==> config.mk <==
export PLATFORM = sky130hd
export DESIGN_NAME = ber_sat_counter
export DESIGN_NICKNAME = d
export VERILOG_FILES = /design/src/rtl/ber_sat_counter.sv
export SDC_FILE = /design/constraint.sdc
export NUM_CORES = 1
export LEC_CHECK = 0
export ABC_AREA = 1
export CAP_MARGIN = 10
export CORE_UTILIZATION = 37
export DETAILED_ROUTE_END_ITERATION = 7
export PLACE_DENSITY_LB_ADDON = 0.05
export SLEW_MARGIN = 5
export SYNTH_ARGS = -nofsm -noshare
export SYNTH_HDL_FRONTEND = slang
export SYNTH_SLANG_ARGS = --single-unit
==> constraint.sdc <==
create_clock -name clk -period 2.9 [get_ports clk]
set_input_delay 0.435 -clock clk [delete_from_list [all_inputs] [get_ports clk]]
set_output_delay 0.435 -clock clk [all_outputs]
set_load 0.02 [all_outputs]
==> src/rtl/ber_sat_counter.sv <==
// Saturating up-counter with synchronous clear; sat_next flags that the
// value being loaded this cycle is all-ones.
module ber_sat_counter #(
    parameter int unsigned CW = 32
) (
    input  logic          clk,
    input  logic          rst,
    input  logic          clr,
    input  logic          inc,
    output logic [CW-1:0] cnt,
    output logic          sat_next
);

    logic [CW-1:0] cnt_next;

    always_comb begin
        cnt_next = cnt;
        if (clr)
            cnt_next = '0;
        else if (inc && (cnt != '1))
            cnt_next = cnt + CW'(1);
    end

    assign sat_next = (cnt_next == '1);

    always_ff @(posedge clk or negedge rst) begin
        if (!rst)
            cnt <= '0;
        else
            cnt <= cnt_next;
    end

endmodule

Word-level counts from Yosys, hierarchy flattened --
Cells that the tools add are included. Widths: inputs -> output; s select.
Word-level totals: bits in registers 32, input port bits 4, output and inout port bits 33, word-level logic and storage cells 7
Cells by class: add/sub/neg operators 1, eq/ne operators 2, muxes and demuxes 2, reduce and logical (&&, ||, !) cells 1
Operator list (number):
- $mux 32 | 2
- $add 32x1->32 const B | 1
- $eq 32x32->1 const B | 1
- $ne 32x32->1 const B | 1
- $logic_and 1x1->1 | 1

Longest topological paths before layout --
depth in word-level cells 5, depth in mapped cells 15, depth with buffers taken out 15

Worst setup path after synthesis --
Ideal clock, no wire load.
path kind register -> output, from reg cnt[1], to out sat_next, arrival 2.073 ns, required time 2.465 ns, setup slack 0.392 ns, stages on the path, launching flop included 15, cells stage by stage dfrtp_1 -> ha_1 -> nand2_2 -> nor2_4 -> nand2_4 -> nor2_8 -> nand3_4 -> buf_6 -> nand3_1 -> nand3_1 -> nor2_1 -> nand2_1 -> nor2_1 -> nand2_1 -> nor2_2
Between the ends: word-level cells in the longest chain between the ends 5, elaborated cells on any way between the ends 6
RTL lines:
- start, declared | RTL line 10 | output logic [CW-1:0] cnt,
- start signal, assigned | RTL line 30 | cnt <= cnt_next;
- parallel branches: the longest is 2 deep, another holds $add 32x1->32
- $mux 32 * | RTL line 20 | else if (inc && (cnt != '1))
- $mux 32 * | RTL line 18 | if (clr)
- $eq 32x32->1 * | RTL line 24 | assign sat_next = (cnt_next == '1);
- end, declared | RTL line 11 | output logic sat_next
Mark *: on every way between the ends.

Worst setup path in the final report --
from reg cnt[0], to out sat_next
Same word-level chain as after synthesis.

==> metrics.md <==
| Metric | Value |
|---|---|
| Area contributors post-synth | dfrtp_1, nand2_1, nand3_1, inv_1, nor2_1 |
| DRC | 2 |
| First-pass GRT wire length | 13.16 mm |
| Synth Warn # | 0 |
| Crit end category | primary output |
| Top post-synthesis cells by count | nand2_1, inv_1, nor2_1 |
| Die area | 0.007148 sq mm |
| Deepest clock path buffer count | 2 |
| Maximum VDD drop | 146.8 uV |
| Crit-path slowest cell | dfrtp_1 |
| Worst Path Required | 2.47 ns |
| Largest net degree at the start of global routing | 33 |
| Worst path arrival time | 2.39 ns |
| Sequential area share after synthesis | 0.3176 |
| Drt pass-1 iters | 8 |
| Reg with most FFs | cnt |
| Total power | 974.2 uW |
| DR vias | 2921 |
| Vias in the first global route | 2849 |
| Share of the synthesized area in the top cell type | 0.3176 |
| Routed Antenna Nets | 0 |
| Post-detailed-route wirelength per cell | 12.22 microns |
| EDFF count, synth | 0 |
| Crit start category | flop |
| Die outline height | 84.55 microns |
| Via/cell ratio | 4.629 |
| Starting Density | 0.3904 |
| Final Setup Violations | 0 |
| Post-Synthesis Cells | 416 |
| Unique cell type count in the Yosys netlist | 24 |
| Minimum clock period | 2.825 ns |
| Most frequent cell after synthesis | nand2_1 |
| Share of flip-flops with an asynchronous set or reset | 1.000 |
| Syn avg cell area | 6.061 sq um |
| FILL cells | 626 |
| Port bufs | 36 |
| Peak Freq | 0.3540 GHz |
| Setup tns final | 0 ns |
| CTS tree | built |
| Worst Skew | 0.009519 ns |
| Core Region | 0.006459 sq mm |
| Tot GR Track Use | 0.2351 |
| Synth-to-layout area growth | 55.68% |
| CP Cell Sequence | ha_4 > nand2_2 > nor2_4 > nand2_4 > nor2_8 > nand3_4 > buf_12 > nand3_1 > nand3_1 > nor2_1 > nand2_1 > nor2_2 > nand2_2 > nor2_2 > buf_4 |
| Total Nets Final | 558 |
| HPWL reported at the end of detailed placement | 6.004 mm |
| Worst-Skew Late Latency | 0.29 ns |
| Mapped Nets | 421 |
| Die Span X | 84.55 microns |
| Critical path fanouts, max | 24 |
| Placed Cells incl. Taps | 621 |
| # IOs | 37 |
| Critical path type | reg2out |
| Non-Filler Instances | 631 |
| Clock Sinks | 32 |
| Leading area contributor after synthesis | dfrtp_1 |
| Clock transition at path regs | 0.07 ns |
| CP max stage delay | 0.40 ns |
| Final-report hold violation count | 0 |
| Tcrit/Tclk final | 0.9740 |
| RSZ-0062 raised after global routing | true |
| Biggest registers after layout | cnt x32 |
| H-tree levels | 2 |
| Rel. slew slack | 0.7237 |
| Clock root cell | clkbuf_8 |
| Worst-Margin Slew | 0.4145 ns |
| PwrDens | 248.2 mW/mm^2 |
| Ant diodes | 0 |
| Max reg flops | 32 |
| Total grt overflow | 0 |
| Failing checks | DRC |
| Final GP Congestion | 0.8974 |
| Status | complete, but fails checks |
| Initial antenna violation count | 0 |
| CTS buffer count | 5 |
| Initial drt markers | 145 |
| Leakage | 2.088 nW |
| Final max-slew violation count | 0 |
| MaxCap Viol Count | 0 |
| Number of buffers inserted by hold repair at cts | 0 |
| Yosys reg bits | 32 |
| Proportion of layout cells with a drive suffix above 1 | 0.2744 |
| Post-Route WL | 7.713 mm |
| Row Count | 29 |
| Prevailing post-synth register cell | dfrtp_1 |
| Post-synthesis cell area | 0.002521 sq mm |
| Hold crit path type | in2async |
| Hold Slack | 0.5464 ns |
[metal layers]
metal	vias up	share of wire	track usage
met3	8	0.044	0.03540
li1	1533	-	-
met1	1330	0.48	0.3194
met4	0	0.013	0.06934
met2	50	0.46	0.3880
met5	-	0	0
[critical path, delay by kind of cell (launching register included)]
kind	cells	cell delay [ns]
simple gates	12	1.21
flops	1	0.40
buf+inv	2	0.32
fa+ha+maj	1	0.17
[kinds of logic after synthesis]
logic type,count (synthesis),share of synthesized area
buffers and inverters,93,0.1499
XOR/XNOR,5,0.01737
AND/OR/NAND/NOR,284,0.5082
AO/OA/AOI/OAI,1,0.001983
adder cells (fa/ha/maj),1,0.004962
flip-flops,32,0.3176
[report_power, final]
part | total, mW | switching (mW) | internal (mW)
Sequential | 0.466 | 0.0110 | 0.455
Combinational | 0.139 | 0.0742 | 0.0649
Clock | 0.369 | 0.175 | 0.194
Total | 0.974 | 0.260 | 0.714
[metrics by stage]
stage,setup slack (ns),area [sq um],util
6_report,0.07535,3925,0.6077
5_1_grt,-0.07563,3925,0.6077
4_1_cts,0.03267,3851,0.5963
3_5_place_dp,-0.5143,3711,0.5746
3_3_place_gp,-0.4652,3711,0.5746
2_1_floorplan,0.3918,2521,-
[layout by cell type (no fill, tap or decap), types with 6 or more instances in the layout]
cell type,n
buf_4,100
clkbuf_8,6
clkdlybuf4s50_1,34
dfrtp_1,32
inv_1,82
nand2_1,124
nand3_1,58
nand3_2,11
nand4_1,6
nor2_1,54
nor2_2,13
[worst paths after layout]
| kind | slack [ns] | startpoint | depth (start not counted) | to |
|---|---|---|---|---|
| worst min register to register | 0.76 | cnt[20] | 4 | cnt[20] |
| worst max register to register | 1.10 | cnt[0] | 10 | cnt[29] |
| min in group clk | 0.76 | inc | 5 | cnt[8] |
| max in group asynchronous | 2.05 | rst | 2 | cnt[18] |
| worst max-delay path | 0.08 | cnt[0] | 15 | sat_next |
| worst min-delay path | 0.55 | rst | 2 | cnt[3] |
[area by class of cell]
type,instances,area [sq um],area share
multi-input combinational,291,1445,0.3682
timing repair buffer,139,1175,0.2993
sequential,32,800.8,0.2040
inverter,84,317.8,0.08097
tap,77,96.34,0.02455
clock buffer,8,90.09,0.02295
[what timing repair did]
action | CTS | global route
buffers inserted | 1 | 1
pin swaps | 2 | 10
endpoints found under the setup margin | 1 | 1
gates resized for setup | 17 | 20
No activity file was read; power rests on OpenSTA's default activity.
